<file path="src/rtl/aux_input_cond_if.sv">
// aux_input_cond board-side bundle: raw pins in,
// conditioned control values out.
interface aux_input_cond_if #(
  parameter int SwtBits = 16
);
  logic [SwtBits-1:0] swt_raw;
  logic               btn_raw;
  logic [SwtBits-1:0] swt;
  logic               swt_chg;
  logic               btn_level;
  logic               btn_pulse;

  modport master (
    output swt_raw, btn_raw,
    input  swt, swt_chg, btn_level, btn_pulse
  );

  modport slave (
    input  swt_raw, btn_raw,
    output swt, swt_chg, btn_level, btn_pulse
  );
endinterface

</file>
<file path="src/rtl/aux_input_cond.sv">
// aux_input_cond: sync + debounce for switches/button.
// AUX_INPUT_COND_AUTOREPEAT_EN adds held-button repeat.
module aux_input_cond #(
  parameter int SwtBits     = 16,
  parameter int DebounceCnt = 1000000,
  parameter int RepeatCnt   = 50000000
) (
  input logic           clk,
  input logic           rst_n,
  aux_input_cond_if.slave io
);

  localparam int MaxCnt = (DebounceCnt > RepeatCnt) ?
                          DebounceCnt : RepeatCnt;
  localparam int CntW = $clog2(MaxCnt) + 1;

  typedef logic [CntW-1:0] cnt_t;

  localparam cnt_t DebLast = cnt_t'(DebounceCnt - 1);
  localparam cnt_t CntMax  = '1;

  typedef enum logic [1:0] {
    IDLE,
    DEB_PRESS,
    HELD,
    DEB_REL
  } btn_st_e;

  function automatic cnt_t sat_inc(cnt_t c);
    return (c == CntMax) ? c : c + cnt_t'(1);
  endfunction

  logic [SwtBits-1:0] swt_s1_q, swt_s2_q;
  logic               btn_s1_q, btn_s2_q;

  cnt_t [SwtBits-1:0] swt_cnt_q, swt_cnt_d;
  logic [SwtBits-1:0] swt_q, swt_d;
  logic [SwtBits-1:0] upd;
  logic               upd_q, chg_q;

  btn_st_e state_q, state_d;
  cnt_t    bcnt_q, bcnt_d, bcnt_inc;
  logic    pulse_q, pulse_d;
  logic    rpt_pulse;

  // two-flop synchronizers on every raw pin
  always_ff @(posedge clk or negedge rst_n) begin
    if (!rst_n) begin
      swt_s1_q <= '0;
      swt_s2_q <= '0;
      btn_s1_q <= 1'b0;
      btn_s2_q <= 1'b0;
    end else begin
      swt_s1_q <= io.swt_raw;
      swt_s2_q <= swt_s1_q;
      btn_s1_q <= io.btn_raw;
      btn_s2_q <= btn_s1_q;
    end
  end

  // per-bit mismatch counters; accept after DebounceCnt samples
  always_comb begin
    swt_d     = swt_q;
    swt_cnt_d = '0;
    upd       = '0;
    for (int i = 0; i < SwtBits; i++) begin
      if (swt_s2_q[i] != swt_q[i]) begin
        if (swt_cnt_q[i] == DebLast) begin
          swt_d[i] = swt_s2_q[i];
          upd[i]   = 1'b1;
        end else begin
          swt_cnt_d[i] = sat_inc(swt_cnt_q[i]);
        end
      end
    end
  end

  // stable levels, counters and the delayed change strobe
  always_ff @(posedge clk or negedge rst_n) begin
    if (!rst_n) begin
      swt_q     <= '0;
      swt_cnt_q <= '0;
      upd_q     <= 1'b0;
      chg_q     <= 1'b0;
    end else begin
      swt_q     <= swt_d;
      swt_cnt_q <= swt_cnt_d;
      upd_q     <= |upd;
      chg_q     <= upd_q;
    end
  end

  // button FSM; the entry sample plus DebounceCnt-1 counts
  // gives the same acceptance window as the switches
  always_comb begin
    state_d  = state_q;
    bcnt_d   = '0;
    pulse_d  = 1'b0;
    bcnt_inc = sat_inc(bcnt_q);
    case (state_q)
      IDLE: begin
        if (btn_s2_q) state_d = DEB_PRESS;
      end
      DEB_PRESS: begin
        if (!btn_s2_q) begin
          state_d = IDLE;
        end else if (bcnt_inc == DebLast) begin
          state_d = HELD;
          pulse_d = 1'b1;
        end else begin
          bcnt_d = bcnt_inc;
        end
      end
      HELD: begin
        if (!btn_s2_q) state_d = DEB_REL;
      end
      DEB_REL: begin
        if (btn_s2_q) begin
          state_d = HELD;
        end else if (bcnt_inc == DebLast) begin
          state_d = IDLE;
        end else begin
          bcnt_d = bcnt_inc;
        end
      end
      default: state_d = IDLE;
    endcase
  end

  // FSM state, shared debounce counter and registered pulse
  always_ff @(posedge clk or negedge rst_n) begin
    if (!rst_n) begin
      state_q <= IDLE;
      bcnt_q  <= '0;
      pulse_q <= 1'b0;
    end else begin
      state_q <= state_d;
      bcnt_q  <= bcnt_d;
      pulse_q <= pulse_d | rpt_pulse;
    end
  end

`ifdef AUX_INPUT_COND_AUTOREPEAT_EN
  localparam cnt_t RptLast = cnt_t'(RepeatCnt - 1);

  cnt_t rpt_q, rpt_d;
  logic rpt_hit;

  // repeat count runs only while staying in HELD
  always_comb begin
    rpt_d   = '0;
    rpt_hit = (state_q == HELD) && (rpt_q == RptLast);
    if (state_q == HELD && state_d == HELD && !rpt_hit)
      rpt_d = sat_inc(rpt_q);
  end

  // repeat counter register
  always_ff @(posedge clk or negedge rst_n) begin
    if (!rst_n) rpt_q <= '0;
    else        rpt_q <= rpt_d;
  end

  assign rpt_pulse = rpt_hit;
`else
  assign rpt_pulse = 1'b0;
`endif

  assign io.swt       = swt_q;
  assign io.swt_chg   = chg_q;
  assign io.btn_level = (state_q == HELD) ||
                        (state_q == DEB_REL);
  assign io.btn_pulse = pulse_q;

endmodule

</file>
<file path="src/flat_wrapper.sv">
// flat-port wrapper written by rule: the top's interface ports become plain ports
module aux_input_cond_flat 
#(
  parameter int SwtBits     = 16,
  parameter int DebounceCnt = 1000000,
  parameter int RepeatCnt   = 50000000
)
  (clk, rst_n, io_swt_raw, io_btn_raw, io_swt, io_swt_chg, io_btn_level, io_btn_pulse);
  aux_input_cond_if #(.SwtBits(SwtBits)) io_i ();
  input logic clk;
  input logic rst_n;
  input wire logic [$bits(io_i.swt_raw)-1:0] io_swt_raw;
  input wire logic [$bits(io_i.btn_raw)-1:0] io_btn_raw;
  output wire logic [$bits(io_i.swt)-1:0] io_swt;
  output wire logic [$bits(io_i.swt_chg)-1:0] io_swt_chg;
  output wire logic [$bits(io_i.btn_level)-1:0] io_btn_level;
  output wire logic [$bits(io_i.btn_pulse)-1:0] io_btn_pulse;
  assign io_i.swt_raw = io_swt_raw;
  assign io_i.btn_raw = io_btn_raw;
  assign io_swt = io_i.swt;
  assign io_swt_chg = io_i.swt_chg;
  assign io_btn_level = io_i.btn_level;
  assign io_btn_pulse = io_i.btn_pulse;
  aux_input_cond #(.SwtBits(SwtBits), .DebounceCnt(DebounceCnt), .RepeatCnt(RepeatCnt)) u_core (.clk(clk), .rst_n(rst_n), .io(io_i));
endmodule
</file>
<file path="config.mk">
export PLATFORM = sky130hd
export DESIGN_NAME = aux_input_cond_flat
export DESIGN_NICKNAME = d
export VERILOG_FILES = /design/src/rtl/aux_input_cond_if.sv /design/src/rtl/aux_input_cond.sv /design/src/flat_wrapper.sv
export SDC_FILE = /design/constraint.sdc
export NUM_CORES = 1
export LEC_CHECK = 0
export CELL_PAD_IN_SITES_DETAIL_PLACEMENT = 1
export CELL_PAD_IN_SITES_GLOBAL_PLACEMENT = 2
export CORE_MARGIN = 1
export CORE_UTILIZATION = 44
export CTS_CLUSTER_DIAMETER = 40
export DETAILED_ROUTE_END_ITERATION = 16
export GPL_ROUTABILITY_DRIVEN = 1
export PLACE_DENSITY_LB_ADDON = 0.1
export SYNTH_ARGS = -nofsm -noshare
export SYNTH_HDL_FRONTEND = slang
export SYNTH_SLANG_ARGS = --single-unit
</file>
<file path="constraint.sdc">
create_clock -name clk -period 5.65 [get_ports clk]
set_input_delay 0.565 -clock clk [delete_from_list [all_inputs] [get_ports clk]]
set_output_delay 0.565 -clock clk [all_outputs]
set_load 0.02 [all_outputs]
</file>
# Word-level counts from Yosys, hierarchy flattened
# Cells that the tools add are included.
op_classes:
  add_sub_neg: 17
  n_eq_ne: 73
  mux: 95
  reduce_logical: 20
ops:
  columns: ["operator", "n"]
  rows:
  - ["two-way mux 27 bit", 52]
  - ["adder 27 x 1 -> 27 bit, second input constant", 17]
  - ["== test 27 x 20 -> 1 bit, second input constant", 17]
  - ["== test 27 bit, second input constant", 17]
  - ["one-hot mux 27 bit (2 select lines)", 1]
  - ["!= test 3 bit, second input constant", 17]
  - ["two-way mux 1 bit", 35]
  - ["AND reduction 2 bit", 16]
  - ["!= test 1 bit", 16]
  - ["OR reduction 16 bit", 1]
  - ["two-way mux 2 bit", 6]
  - ["one-hot mux 2 bit (4 select lines)", 1]
  - ["== test 2 bit, second input constant", 2]
  - ["AND reduction 4 bit", 1]
  - ["!= test 3 x 1 -> 1 bit, second input constant", 1]
  - ["== test 2 x 1 -> 1 bit, second input constant", 1]
  - ["zero test 2 bit", 1]
  - ["!= test 2 x 1 -> 1 bit, second input constant", 1]
  - ["!= test 2 bit, second input constant", 1]
  - ["logical OR 1 bit", 1]
word_totals:
  ff_bits: 514
  output_inout_bits: 19
  elab_cells: 246

# Logic depth before layout (Yosys ltp)
depth:
  word_depth: 6
  depth_mapped: 10

# Worst setup path before layout
# No wires, ideal clock.
synth_timing:
  kind: "register to register"
  start: "reg u_core.bcnt_q[0]"
  end: "reg with a tool-made name"
  setup_ns: 0.128
  arrival_ns: 2.566
  setup_slack_ns: 2.957
  path_stages_with_launch: 9
  synth_period_minus_slack_ns: 2.693
  cell_sequence: "dfrtp_1 ha_1 nand4_2 nor2_4 and3_4 a31oi_1 or4_4 nor4_4 mux2_1"
synth_rtl:
  columns: ["item", "line_no", "source"]
  rows:
  - ["start, declared", "aux_input_cond.sv:42", "cnt_t bcnt_q, bcnt_d, bcnt_inc;"]
  - ["start signal, assigned", "aux_input_cond.sv:138", "bcnt_q <= bcnt_d;"]

# Final worst setup path
layout_timing:
  start: "reg u_core.bcnt_q[0]"
  end: "reg u_core.bcnt_q[16]"
layout_between:
  elab_chain_len: 6
layout_rtl:
  columns: ["item", "line_no", "source"]
  rows:
  - ["adder 27 x 1 -> 27 bit or == test 27 bit (tied branches)", "aux_input_cond.sv:30", "return (c == CntMax) ? c : c + cnt_t'(1);"]
  - ["two-way mux 27 bit *", "aux_input_cond.sv:30", null]
  - ["== test 27 x 20 -> 1 bit", "aux_input_cond.sv:107, aux_input_cond.sv:120", null]
  - ["two-way mux 27 bit *", "aux_input_cond.sv:107, aux_input_cond.sv:120", null]
  - ["two-way mux 27 bit (on tied branches)", "aux_input_cond.sv:118, aux_input_cond.sv:105", null]
  - ["one-hot mux 27 bit (2 select lines) *", "aux_input_cond.sv:100", "case (state_q)"]
  - ["net u_core.bcnt_d[16]", "aux_input_cond.sv:42", null]
# Mark *: on every way through the listed nets, which the timed path passes. The rest lies on a longest branch.
# A chain may end at the register's enable or synchronous reset.

==> impl_metrics.env <==
export IMPL_grt_max_degree=97
export IMPL_finalSetupTns_ns=0
export IMPL_async_flop_share=1.00
export IMPL_clk_pin_slew_ns=0.05
export IMPL_grt_overflow=0
export IMPL_die_area_um2=59900
export IMPL_clkPwrFrac=0.592
export IMPL_timing_fmax_ghz=0.273
export IMPL_viasPerCell=5.60
export IMPL_rsz0062_at_grt="no"
export IMPL_start_kind="flop"
export IMPL_synth_edf_count=0
export IMPL_pwr_share_comb=0.024
export IMPL_critPathRequiredTime_ns=6.11
export IMPL_layout_drive_gt1_share=0.0854
export IMPL_internal_power_w=0.00761
export IMPL_cts_buffers=97
export IMPL_globalplace_congestion=0.864
export IMPL_setup_viol=0
export IMPL_rows=88
export IMPL_core_um2=58000
export IMPL_fin_skew_ns=0.0189
export IMPL_critical_path_class="reg2reg"
export IMPL_hold_viol=0
export IMPL_min_path_type="reg2reg"
export IMPL_first_pass_iters=4
export IMPL_post_route_util=0.525
export IMPL_max_slew_worst_pin_slew_ns=1.21
export IMPL_synth_area_um2=25900
export IMPL_drtIter0Drc=870
export IMPL_dpl_hpwl_um=41200
export IMPL_cts_root_buf="clkbuf_16"
export IMPL_slew_violations=0
export IMPL_crit_path_max_fanout=12
export IMPL_ys_top_cells_by_area="dfrtp_1 (50%), xor2_1 (8.0%), nor2_1 (6.9%)"
export IMPL_ant_nets=0
export IMPL_yosys_cell_types_count=83
export IMPL_yosys_top_cells_count="dfrtp_1 (514), nor2_1 (475), xor2_1 (238)"
export IMPL_placed_area_um2=27100
export IMPL_cts_tree="yes"
export IMPL_cts_sinks=514
export IMPL_htreeDepth=3
export IMPL_initial_core_util=0.447
export IMPL_grt_pass1_wl_um=109000
export IMPL_grt_pass1_vias=21900
export IMPL_worstSetupEndpointType="flop"
export IMPL_totalPowerFinal_w=0.00982
export IMPL_wl_per_cell_um=17.2
export IMPL_min_period_ns=3.66
export IMPL_ys_warn_count=0
export IMPL_slew_limit_headroom=0.185
export IMPL_holdWs_ns=0.345
export IMPL_status="completed"
export IMPL_drcViolationCount=0
export IMPL_die_y_um=245
export IMPL_ios=38
export IMPL_syn2layout_area_growth_pct=17.5
export IMPL_yosys_area_top_type="dfrtp_1"
export IMPL_ctsResizeCount=0
export IMPL_yosysMostFrequentCell="dfrtp_1"
export IMPL_vias=20300
export IMPL_seqPwrFrac=0.384
export IMPL_drv_cap=0
export IMPL_grt_usage=0.216
export IMPL_die_width_um=245
export IMPL_synth_top_area_frac=0.496
export IMPL_syn_inst=2706
export IMPL_clock_path_buffers=3
export IMPL_p_per_area_nw_per_um2=322
export IMPL_antennaDiodeCount=0
export IMPL_synthFlopType="dfrtp_1"
export IMPL_rrSetupSlack_ns=1.99
export IMPL_wl_um=62400
export IMPL_period_share=0.648
export IMPL_power_leakage_nw=12.8
export IMPL_ys_ff_latch=514
export IMPL_switching_share=0.225
export IMPL_synth_fp_nets=2742
export IMPL_final_nets=2813
export IMPL_io_buffers=37
export IMPL_irDropWorstVdd_mv=0.241
export IMPL_syn_avg_cell_area_um2=9.59
export IMPL_fin_area_um2=30500
export IMPL_grt_antenna_before_repair=2
export IMPL_ys_seq_area_frac=0.496
export IMPL_worstSkewPairLatency_ns=0.62
export IMPL_p_sw_w=0.00221
export IMPL_arrival_ns=4.12
-- timing repair --
| action | in CTS | in global routing |
|---|---|---|
| hold buffers | 1 | 0 |
| endpoints found under the hold margin | 60 | 0 |
| setup buffers | 0 | 0 |
-- sequential cells by signal (all words and copies together) (netlist names), 16 cells and up, named ones only --
name,flops
u_core.swt_s1_q,16
u_core.io.swt,16
u_core.swt_cnt_q,432
u_core.swt_s2_q,16
u_core.bcnt_q,27
-- routing by layer --
metal | part of all wire | global-route usage | up-vias
met1 | 0.46 | 0.285 | 10200
met4 | 0.028 | 0.0761 | 4
li1 | - | - | 9692
met3 | 0.027 | 0.0344 | 128
met5 | 0.00043 | 0 | -
met2 | 0.48 | 0.358 | 221
-- layout by cell type (no fill, tap or decap), types with 17 or more instances in the layout --
cell type        synthesis  final
a21oi_1                 67     67
mux2_2                  18     18
mux2i_1                 18     18
ha_1                    17     17
clkbuf_16                0     99
inv_1                   47     47
nor2_1                 475    475
and4_1                  49     49
nor4_1                  62     62
xnor2_1                147    147
a31oi_1                 19     19
nand3_1                157    157
or3_1                   38     38
nand4_1                147    147
nor3_1                  70     70
dfrtp_1                514    514
nand2_1                211    211
clkdlybuf4s50_1          0     36
clkinv_2                 0     18
or4_1                   21     21
and3_1                  71     71
xor2_1                 238    238
nor4b_1                 23     23
and2_1                  29     29
o21ai_0                 48     48
-- critical path, stage by stage (launching register included) --
cell and delay (ns):
dfrtp_1 0.43, ha_1 0.32, nand4_2 0.29, nor2_4 0.31, nand3_1 0.44, a311oi_1 0.45, o221ai_2 0.23, o41ai_4 0.86
nor2_1 0.15
-- power by group through the flow --
stage / Combinational (W) / Sequential (W) / Clock (W)
after CTS: 0.000245 / 0.00377 / 0.00596
after floorplan: 0.000111 / 0.00382 / 0
after global routing: 0.000275 / 0.00377 / 0.00611
after detailed placement: 0.000242 / 0.00383 / 0
after global placement: 0.000233 / 0.00383 / 0
final: 0.000234 / 0.00377 / 0.00582
-- stage by stage --
step	instances	setup slack, ns
floorplan	2706	2.96
global placement	3442	2.23
detailed placement	3442	2.06
CTS	3621	2.03
global route	3621	1.77
finish	3621	1.99
-- cell families (layout without fill, tap and decap cells) --
kind of cell | count (synthesis) | after routing | synth area share
compound gates | 198 | 198 | 0.0489
xor+xnor | 385 | 385 | 0.130
fa+ha+maj | 17 | 17 | 0.00820
buf+inv | 128 | 278 | 0.0194
flops | 514 | 514 | 0.496
mux | 37 | 37 | 0.0152
simple gates | 1427 | 1427 | 0.282
-- layout make-up --
type	instances	area [um2]
fill	6450	27600
sequential	514	12900
multi-input combinational	2064	12600
clock buffer	117	2660
tap	765	957
clock inverter	61	666
timing repair buffer	53	548
inverter	47	176
-- path summary, 6_finish.rpt --
kind / startpoint / endpoint / cells after the start
setup reg to reg: u_core.bcnt_q[0] / u_core.bcnt_q[16] / 8
hold / removal: u_core.swt_s1_q[12] / u_core.swt_s2_q[12] / 0
setup / recovery: u_core.bcnt_q[0] / u_core.bcnt_q[16] / 8
max in group asynchronous: rst_n / u_core.swt_cnt_q[92] / 3
hold reg to reg: u_core.swt_s1_q[12] / u_core.swt_s2_q[12] / 0
min in group asynchronous: rst_n / u_core.state_q[0] / 2
(Power assumes the default switching activity.)
